## src/rtl/timebase_gen_if.sv

```systemverilog
// Bus between the timebase and its consumers: run/clear controls, strobes, counters and the
// millisecond-timer handshake.
interface timebase_gen_if #(
    parameter int unsigned MS_WIDTH = 15,
    parameter int unsigned S_WIDTH  = 8
);
    logic                en;
    logic                clr;
    logic                tick_ms;
    logic                tick_s;
    logic [MS_WIDTH-1:0] counter_ms;
    logic [S_WIDTH-1:0]  counter_s;
    logic                tmr_start;
    logic                tmr_stop;
    logic                tmr_periodic;
    logic [MS_WIDTH-1:0] tmr_period;
    logic                tmr_busy;
    logic                tmr_expired;

    // Consumer side: drives controls, observes strobes and counters
    modport master (
        output en, clr, tmr_start, tmr_stop, tmr_periodic, tmr_period,
        input  tick_ms, tick_s, counter_ms, counter_s, tmr_busy, tmr_expired
    );

    // Timebase side
    modport slave (
        input  en, clr, tmr_start, tmr_stop, tmr_periodic, tmr_period,
        output tick_ms, tick_s, counter_ms, counter_s, tmr_busy, tmr_expired
    );
endinterface

```

## src/rtl/timebase_gen.sv

```systemverilog
// Free-running timebase: exact 1 ms / 1 s strobes, wrap-around ms and s counters, and one
// programmable millisecond timer (one-shot or periodic).
module timebase_gen #(
    parameter int unsigned CLK_HZ   = 25000000,
    parameter int unsigned MS_WIDTH = 15,
    parameter int unsigned S_WIDTH  = 8
) (
    input  logic          clk,
    input  logic          rst,
    timebase_gen_if.slave bus
);
    localparam int unsigned CYC_PER_MS = CLK_HZ / 1000;
    localparam int unsigned PRE_W      = (CYC_PER_MS > 1) ? $clog2(CYC_PER_MS) : 1;
    localparam logic [PRE_W-1:0] PRE_MAX = PRE_W'(CYC_PER_MS - 1);

    if (((CLK_HZ % 1000) != 0) || (CLK_HZ < 2000)) begin : g_bad_clk_hz
        $error("timebase_gen: CLK_HZ must be a multiple of 1000 and at least 2000");
    end

    typedef enum logic [0:0] {StIdle, StRun} tmr_state_e;

    logic [PRE_W-1:0]    pre_q, pre_d;
    logic [9:0]          msin_q, msin_d;
    logic [MS_WIDTH-1:0] counter_ms_q, counter_ms_d;
    logic [S_WIDTH-1:0]  counter_s_q, counter_s_d;
    logic                tick_ms_q, tick_ms_d;
    logic                tick_s_q, tick_s_d;

    tmr_state_e          state_q, state_d;
    logic [MS_WIDTH-1:0] rem_q, rem_d;
    logic [MS_WIDTH-1:0] period_q, period_d;
    logic                periodic_q, periodic_d;
    logic                expired_q, expired_d;

    logic ms_evt;
    logic s_evt;
    logic start_ok;

    assign ms_evt   = bus.en & ~bus.clr & (pre_q == PRE_MAX);
    assign s_evt    = ms_evt & (msin_q == 10'd999);
    assign start_ok = bus.tmr_start & (bus.tmr_period != '0);

    // Timebase next state: clr beats en, en low freezes everything
    always_comb begin
        pre_d        = pre_q;
        msin_d       = msin_q;
        counter_ms_d = counter_ms_q;
        counter_s_d  = counter_s_q;
        tick_ms_d    = ms_evt;
        tick_s_d     = s_evt;
        if (bus.clr) begin
            pre_d        = '0;
            msin_d       = '0;
            counter_ms_d = '0;
            counter_s_d  = '0;
        end else if (bus.en) begin
            if (ms_evt) begin
                pre_d        = '0;
                counter_ms_d = counter_ms_q + MS_WIDTH'(1);
                if (s_evt) begin
                    msin_d      = '0;
                    counter_s_d = counter_s_q + S_WIDTH'(1);
                end else begin
                    msin_d = msin_q + 10'd1;
                end
            end else begin
                pre_d = pre_q + PRE_W'(1);
            end
        end
    end

    // Timebase registers
    always_ff @(posedge clk) begin
        if (rst) begin
            pre_q        <= '0;
            msin_q       <= '0;
            counter_ms_q <= '0;
            counter_s_q  <= '0;
            tick_ms_q    <= 1'b0;
            tick_s_q     <= 1'b0;
        end else begin
            pre_q        <= pre_d;
            msin_q       <= msin_d;
            counter_ms_q <= counter_ms_d;
            counter_s_q  <= counter_s_d;
            tick_ms_q    <= tick_ms_d;
            tick_s_q     <= tick_s_d;
        end
    end

    // Timer FSM: stop beats start, start beats a coincident ms event
    always_comb begin
        state_d    = state_q;
        rem_d      = rem_q;
        period_d   = period_q;
        periodic_d = periodic_q;
        expired_d  = 1'b0;
        unique case (state_q)
            StIdle: begin
                if (!bus.tmr_stop && start_ok) begin
                    state_d    = StRun;
                    rem_d      = bus.tmr_period;
                    period_d   = bus.tmr_period;
                    periodic_d = bus.tmr_periodic;
                end
            end
            StRun: begin
                if (bus.tmr_stop) begin
                    state_d = StIdle;
                end else if (start_ok) begin
                    rem_d      = bus.tmr_period;
                    period_d   = bus.tmr_period;
                    periodic_d = bus.tmr_periodic;
                end else if (ms_evt) begin
                    if (rem_q == MS_WIDTH'(1)) begin
                        expired_d = 1'b1;
                        if (periodic_q) begin
                            rem_d = period_q;
                        end else begin
                            state_d = StIdle;
                        end
                    end else begin
                        rem_d = rem_q - MS_WIDTH'(1);
                    end
                end
            end
            default: state_d = StIdle;
        endcase
    end

    // Timer registers; not affected by clr
    always_ff @(posedge clk) begin
        if (rst) begin
            state_q    <= StIdle;
            rem_q      <= '0;
            period_q   <= '0;
            periodic_q <= 1'b0;
            expired_q  <= 1'b0;
        end else begin
            state_q    <= state_d;
            rem_q      <= rem_d;
            period_q   <= period_d;
            periodic_q <= periodic_d;
            expired_q  <= expired_d;
        end
    end

    assign bus.tick_ms     = tick_ms_q;
    assign bus.tick_s      = tick_s_q;
    assign bus.counter_ms  = counter_ms_q;
    assign bus.counter_s   = counter_s_q;
    assign bus.tmr_busy    = (state_q == StRun);
    assign bus.tmr_expired = expired_q;

endmodule
```

## src/flat_wrapper.sv

```systemverilog
// flat-port wrapper written by rule: the top's interface ports become plain ports
module timebase_gen_flat 
#(
    parameter int unsigned CLK_HZ   = 25000000,
    parameter int unsigned MS_WIDTH = 15,
    parameter int unsigned S_WIDTH  = 8
)
  (clk, rst, bus_en, bus_clr, bus_tmr_start, bus_tmr_stop, bus_tmr_periodic, bus_tmr_period, bus_tick_ms, bus_tick_s, bus_counter_ms, bus_counter_s, bus_tmr_busy, bus_tmr_expired);
  timebase_gen_if #(.MS_WIDTH(MS_WIDTH), .S_WIDTH(S_WIDTH)) bus_i ();
  input  logic clk;
  input  logic rst;
  input wire logic [$bits(bus_i.en)-1:0] bus_en;
  input wire logic [$bits(bus_i.clr)-1:0] bus_clr;
  input wire logic [$bits(bus_i.tmr_start)-1:0] bus_tmr_start;
  input wire logic [$bits(bus_i.tmr_stop)-1:0] bus_tmr_stop;
  input wire logic [$bits(bus_i.tmr_periodic)-1:0] bus_tmr_periodic;
  input wire logic [$bits(bus_i.tmr_period)-1:0] bus_tmr_period;
  output wire logic [$bits(bus_i.tick_ms)-1:0] bus_tick_ms;
  output wire logic [$bits(bus_i.tick_s)-1:0] bus_tick_s;
  output wire logic [$bits(bus_i.counter_ms)-1:0] bus_counter_ms;
  output wire logic [$bits(bus_i.counter_s)-1:0] bus_counter_s;
  output wire logic [$bits(bus_i.tmr_busy)-1:0] bus_tmr_busy;
  output wire logic [$bits(bus_i.tmr_expired)-1:0] bus_tmr_expired;
  assign bus_i.en = bus_en;
  assign bus_i.clr = bus_clr;
  assign bus_i.tmr_start = bus_tmr_start;
  assign bus_i.tmr_stop = bus_tmr_stop;
  assign bus_i.tmr_periodic = bus_tmr_periodic;
  assign bus_i.tmr_period = bus_tmr_period;
  assign bus_tick_ms = bus_i.tick_ms;
  assign bus_tick_s = bus_i.tick_s;
  assign bus_counter_ms = bus_i.counter_ms;
  assign bus_counter_s = bus_i.counter_s;
  assign bus_tmr_busy = bus_i.tmr_busy;
  assign bus_tmr_expired = bus_i.tmr_expired;
  timebase_gen #(.CLK_HZ(CLK_HZ), .MS_WIDTH(MS_WIDTH), .S_WIDTH(S_WIDTH)) u_core (.clk(clk), .rst(rst), .bus(bus_i));
endmodule
```

## config.mk

```make
export PLATFORM = sky130hd
export DESIGN_NAME = timebase_gen_flat
export DESIGN_NICKNAME = d
export VERILOG_FILES = /design/src/rtl/timebase_gen_if.sv /design/src/rtl/timebase_gen.sv /design/src/flat_wrapper.sv
export SDC_FILE = /design/constraint.sdc
export NUM_CORES = 1
export LEC_CHECK = 0
export ABC_AREA = 1
export CAP_MARGIN = 5
export CELL_PAD_IN_SITES_DETAIL_PLACEMENT = 2
export CELL_PAD_IN_SITES_GLOBAL_PLACEMENT = 2
export CORE_MARGIN = 3
export CORE_UTILIZATION = 31
export DETAILED_ROUTE_END_ITERATION = 10
export PLACE_DENSITY_LB_ADDON = 0.15
export SLEW_MARGIN = 0
export SYNTH_ARGS = -nofsm -noshare
export SYNTH_HDL_FRONTEND = slang
export SYNTH_SLANG_ARGS = --single-unit
export TNS_END_PERCENT = 5
```

## constraint.sdc

```tcl
create_clock -name clk -period 2.05 [get_ports clk]
set_input_delay 0.3075 -clock clk [delete_from_list [all_inputs] [get_ports clk]]
set_output_delay 0.3075 -clock clk [all_outputs]
set_load 0.02 [all_outputs]
```

==> impl_metrics.json <==
{
  "status": "complete, no violations",
  "die_h_um": 127,
  "p_leak_nw": 2.30,
  "viasPerCell": 5.07,
  "place.gp.congestion": 0.845,
  "final_cell_area_mm2": 0.00581,
  "clock_sinks": 83,
  "grt_use_total_pct": 21.2,
  "synth_top_family_by_area": "simple AND/OR/NAND/NOR gates",
  "synth_fa_ha_area_share_pct": 1.65,
  "regToRegStartpoint": "u_core.pre_q[5]",
  "hold_end": "u_core.period_q[5]",
  "fin_crit_sh_pct": 90.5,
  "die-area_mm2": 0.0162,
  "gr-total-overflow": 0,
  "vias": 4903,
  "cts-hold-fix-buffers": 0,
  "die_x_um": 127,
  "fmax_ghz": 0.539,
  "clk_pin_slew_worst_paths_ns": 0.06,
  "remaining_drc_errors": 0,
  "ys_top_cells_by_area": "dfxtp_1 (37%), nand2_1 (12%), nor2_1 (9.6%)",
  "layout_commonest_cell": "nand2_1",
  "end_kind": "flop",
  "multi_input_area_mm2": 0.00246,
  "layout_common_cells": "nand2_1 (145), nor2_1 (114), inv_1 (88)",
  "cp.required_ns": 2.28,
  "min_path_cells": 2,
  "rrSetupSlack_ns": 0.20,
  "insertion_delay_ns": 0.35,
  "drt_iter0_markers": 189,
  "hold_start": "u_core.period_q[5]",
  "drt_first_pass_iters": 4,
  "yosysUniqueCellTypes": 34,
  "synthCells": 700,
  "grt_pass1_vias": 5496,
  "ctsHtreeMaxLevel": 3,
  "synth_top_area_cell": "dfxtp_1",
  "syn_nets": 728,
  "ys_seq_area_share_pct": 36.5,
  "io_pins": 49,
  "synth_top_cell_area_share_pct": 36.5,
  "arrival_ns": 2.09,
  "yosys_register_bits": 83,
  "path_class": "flop to flop",
  "final_cell_count_no_fill": 968,
  "period_needed_ns": 1.85,
  "numPlacedInstances": 952,
  "finish.utilization_pct": 41.2,
  "r2r-end": "u_core.bus.counter_ms[14]",
  "syn-mean-instance-area_um2": 6.50,
  "finalNetCount": 811,
  "antenna_cells": 0,
  "synth_xor_area_share_pct": 3.27,
  "powerDensity_mw_per_mm2": 645,
  "cts_tree": "yes",
  "num_rows": 43,
  "wl_per_cell_um": 16.8,
  "drv_cap": 0,
  "clockBufferDepth": 2,
  "portBuffers": 48,
  "synthSimpleGateAreaFrac_pct": 36.1,
  "start_util_pct": 32.3,
  "synth_mux_area_share_pct": 0,
  "grt_max_degree": 20,
  "synth_compound_area_share_pct": 12.7,
  "start_kind": "flop",
  "fillerInstances": 1744,
  "grt_pass1_wl_um": 27800,
  "drive_gt1_share_pct": 10.0,
  "hold_viol": 0,
  "hp-class": "flop to flop",
  "areaGrowthSynthToFinish_pct": 27.8,
  "regArea_mm2": 0.00166,
  "max-vdd-ir-drop_mv": 0.389,
  "place_hpwl_um": 12600,
  "cts_buffers": 9,
  "crit_fanout": 11,
  "worst-r2r-cell-count": 9,
  "wl_um": 16300,
  "yosysWarnings": 0,
  "clock-root-buffer": "clkbuf_16",
  "ant_nets": 0,
  "worst_pin_slew_ns": 0.500,
  "syn-cell-area_mm2": 0.00455,
  "fin_worst_skew_ns": 0.00268,
  "place_area_mm2": 0.00552,
  "antenna_found_initial": 0,
  "setup_tns_ns": 0,
  "core_area_mm2": 0.0141,
  "slew_headroom_pct": 66.6,
  "final-setup-viol-count": 0,
  "maxSlewViolCount": 0
}
==> layout make-up <==
class	instances	share of cell area [%]
inverter	90	5.81
tap	180	3.88
clock inverter	2	0.172
sequential	83	28.6
timing repair buffer	89	14.6
multi-input combinational	510	42.4
clock buffer	14	4.54
==> routing by layer <==
| metal | wire length (um) | GRT usage (%) |
|---|---|---|
| met2 | 8290 | 38.1 |
| met4 | 343 | 7.63 |
| met5 | 0 | 0 |
| met1 | 7310 | 26.0 |
| met3 | 325 | 2.63 |
==> kinds of logic (layout without fill, tap and decap cells) <==
group | after synthesis | count (layout)
xor+xnor | 17 | 17
flops | 83 | 83
buf+inv | 107 | 195
fa+ha+maj | 6 | 6
compound gates | 113 | 113
simple gates | 374 | 374
==> cells in the mapped netlist (all sizes together) <==
cell type / n
nand2: 150
nor3b: 3
a21oi: 57
xnor2: 7
or2: 2
dfxtp: 83
o31ai: 2
nor4: 2
nor2: 124
nor3: 24
nand3: 53
o21ai: 53
and2: 1
clkinv: 2
o21a: 1
ha: 6
xor2: 10
nand4: 14
inv: 88
clkbuf: 7
and3: 1
buf: 10
==> report_power, final <==
group / switching, mW / leakage, nW / internal, mW
logic: 0.289 / 1.49 / 0.195
clock network: 0.681 / 0.137 / 0.886
registers: 0.0382 / 0.675 / 1.66
total: 1.01 / 2.30 / 2.74
==> state kept, by name (all words and copies together) (netlist names) <==
register	cells
u_core.rem_q	15
u_core.bus.tmr_busy	1
u_core.bus.tmr_expired	1
u_core.period_q	15
u_core.bus.tick_s	1
u_core.bus.counter_ms	15
u_core.msin_q	10
u_core.bus.counter_s	8
u_core.periodic_q	1
u_core.bus.tick_ms	1
u_core.pre_q	15
==> how the worst max path moves through the flow <==
stage	end	from	cells after the start	slack [ns]
4_1_cts	u_core.bus.counter_s[5]	u_core.msin_q[0]	8	0.12
3_3_place_gp	u_core.rem_q[2]	bus_tmr_period[3]	13	-0.05
2_1_floorplan	u_core.bus.counter_ms[8]	u_core.bus.counter_ms[0]	8	0.52
5_1_grt	u_core.bus.counter_ms[14]	u_core.pre_q[5]	9	-0.007
6_report	u_core.bus.counter_ms[14]	u_core.pre_q[5]	9	0.20
3_5_place_dp	u_core.rem_q[10]	bus_tmr_period[11]	13	-0.10
==> timing repair <==
action,in CTS,in global routing
gates resized for setup,0,5
endpoints found under the setup margin,0,11
endpoints found under the hold margin,0,0
setup buffers,0,0
==> stage by stage <==
step / total power, mW / setup WS (ns) / hold slack (ns)
3_3_place_gp: 2.19 / -0.0470 / 0.433
3_5_place_dp: 2.22 / -0.104 / 0.443
5_1_grt: 3.94 / -0.00723 / 0.485
2_1_floorplan: 1.99 / 0.524 / 0.370
6_report: 3.75 / 0.195 / 0.452
4_1_cts: 3.79 / 0.122 / 0.457
==> worst max-delay path: stages (launching register included) <==
cell and delay (ns):
dfxtp_1 0.34, nand2_1 0.12, inv_1 0.09, nand2_1 0.12, nor2_1 0.06, nand3_1 0.21, buf_4 0.24, clkinv_1 0.26
o21ai_0 0.20, a21oi_1 0.10
Note: power is estimated with default switching activity, not from simulation.
==> RTL change (config.mk and constraints unchanged) <==
`S_WIDTH` is set to 8 in 3 places; all go to 6.
--- a/src/rtl/timebase_gen_if.sv
+++ b/src/rtl/timebase_gen_if.sv
@@ -2,7 +2,7 @@
 // millisecond-timer handshake.
 interface timebase_gen_if #(
     parameter int unsigned MS_WIDTH = 15,
-    parameter int unsigned S_WIDTH  = 8
+    parameter int unsigned S_WIDTH  = 6
 );
     logic                en;
     logic                clr;
--- a/src/rtl/timebase_gen.sv
+++ b/src/rtl/timebase_gen.sv
@@ -3,7 +3,7 @@
 module timebase_gen #(
     parameter int unsigned CLK_HZ   = 25000000,
     parameter int unsigned MS_WIDTH = 15,
-    parameter int unsigned S_WIDTH  = 8
+    parameter int unsigned S_WIDTH  = 6
 ) (
     input  logic          clk,
     input  logic          rst,
--- a/src/flat_wrapper.sv
+++ b/src/flat_wrapper.sv
@@ -3,7 +3,7 @@
 #(
     parameter int unsigned CLK_HZ   = 25000000,
     parameter int unsigned MS_WIDTH = 15,
-    parameter int unsigned S_WIDTH  = 8
+    parameter int unsigned S_WIDTH  = 6
 )
   (clk, rst, bus_en, bus_clr, bus_tmr_start, bus_tmr_stop, bus_tmr_periodic, bus_tmr_period, bus_tick_ms, bus_tick_s, bus_counter_ms, bus_counter_s, bus_tmr_busy, bus_tmr_expired);
   timebase_gen_if #(.MS_WIDTH(MS_WIDTH), .S_WIDTH(S_WIDTH)) bus_i ();
Ports: changed (resized bus_counter_s); port bits go from 49 to 47. The function was not compared with the original's and may differ.
==> RTL change against the original RTL <==
Power is 4.4% higher. Combinational power is 2% higher. First-iteration DRC count is 8.5% lower. Sequential power is 2% lower. Sequential cell count is 2 lower. Setup slack better by 0.0017 ns. Critical path depth is 4 higher. Via count is 1.6% lower. Wire length is 2.8% lower. Synthesized cell count is 1.7% higher. Design area is 1.6% lower. Synthesized area is 0.72% higher. Die area is 0.68% higher. Critical path type unchanged. Highest routed layer unchanged.
==> RTL change: results (changes against the original RTL) <==
crit-path max cell delay 0.36 ns (+0.02 ns); Mapped Cells 712 (+1.7%); P_seq 1.65 mW (-2%); Clk power 1.76 mW (+12%); Post-Route WL 15.8 mm (-2.8%); dpl cell area 0.00539 sq mm (-2.3%); Core Area 0.0141 sq mm (+0.38%); Cell Count, Final, Fillers Out 966 (-0.21%); largest net degree at the start of global routing 30 (+50%); multi-input logic area 0.00259 sq mm (+5.3%); crit path launch u_core.rem_q[1]$_SDFFE_PP0P_; vias in the first global route 5495 (-0.018%); vias post-DR 4826 (-1.6%); buffering overhead 0.119 (-0.0279); Critical Path Fanout Max 7 (-4); Syn Nets 740 (+1.6%); sequential fraction of total cell area 0.283 (-0.00249); NetSw 1.01 mW (+0.28%); Tcrit/Tclk final 0.904 (about the same); Clock Tree Buf Depth 2 (unchanged); metal2 WL 8.53 mm (+2.9%); met2 Usage GRT 0.385 (+0.00326); pre-CTS WS -0.128 ns (-0.0245 ns); multi-input gates 538 (+5.5%); fillers 1723 (-1.2%); GP Congestion 0.836 (-1.0%); number of non-clock buffers 75 (-16%); VDD IR max 355 uV (-8.9%); Worst Reg-to-Reg Cells 13 (+4); DP HPWL 12.2 mm (-3.4%); GR Layer Usage met1 0.243 (-0.0170); reg-to-reg endpoint u_core.rem_q[6]$_SDFFE_PP0P_; I/O Buffers 46 (-4.2%); total design power 3.91 mW (+4.4%); # clk buffers 12 (-2); Synth Area in XOR/XNOR 0.0459 (+0.0132); Synth Area in Compound Gates 0.111 (-0.0162); metal3 WL 197 um (-39%); inverters 77 (-14%); Synth area leaders dfxtp_1, nand2_1, nor2_1, inv_1, a21oi_1; Post-Place Cells 951 (-0.11%); adder-cell share of the synthesized area 0.0164 (-0.000117); Synth cell types 37 (+8.8%); ranking of synthesized cells by instance count nand2_1, nor2_1, dfxtp_1; M1 wire length 6.93 mm (-5.1%); Initial DRC Count 173 (-8.5%); first-pass GRT wire length 27.1 mm (-2.4%); clk_skew 0.00688 ns (+0.00420 ns); Slew Limit Headroom 0.721 (+0.0551); Leak Pwr 2.29 nW (-0.30%); post-synthesis sequential area ratio 0.354 (-0.0113); Seq cells post-synth 81 (-2.4%); Clock buf/inv share 0.0545 (+0.00730); gr usage total 0.205 (-0.00715); status complete, no violations; GRT met3 Usage 0.0238 (-0.00251); nets@finish 810 (-0.12%); share of cells above drive strength 1 0.0865 (-0.0137)
## RTL change: worst min path at each step
| stage | start | to | slack, ns | cells after the start |
|---|---|---|---|---|
| finish | u_core.period_q[1]$_SDFFE_PP0P_ | u_core.period_q[1]$_SDFFE_PP0P_ | 0.46 | 2 |
| global route | u_core.period_q[5]$_SDFFE_PP0P_ | u_core.period_q[5]$_SDFFE_PP0P_ | 0.49 | 2 |
| CTS | u_core.period_q[4]$_SDFFE_PP0P_ | u_core.period_q[4]$_SDFFE_PP0P_ | 0.46 | 2 |
| detailed placement | u_core.period_q[12]$_SDFFE_PP0P_ | u_core.period_q[12]$_SDFFE_PP0P_ | 0.45 | 2 |
| global placement | u_core.period_q[14]$_SDFFE_PP0P_ | u_core.period_q[14]$_SDFFE_PP0P_ | 0.44 | 2 |
| floorplan | rst | u_core.bus.tmr_busy$_SDFF_PP0_ | 0.38 | 1 |
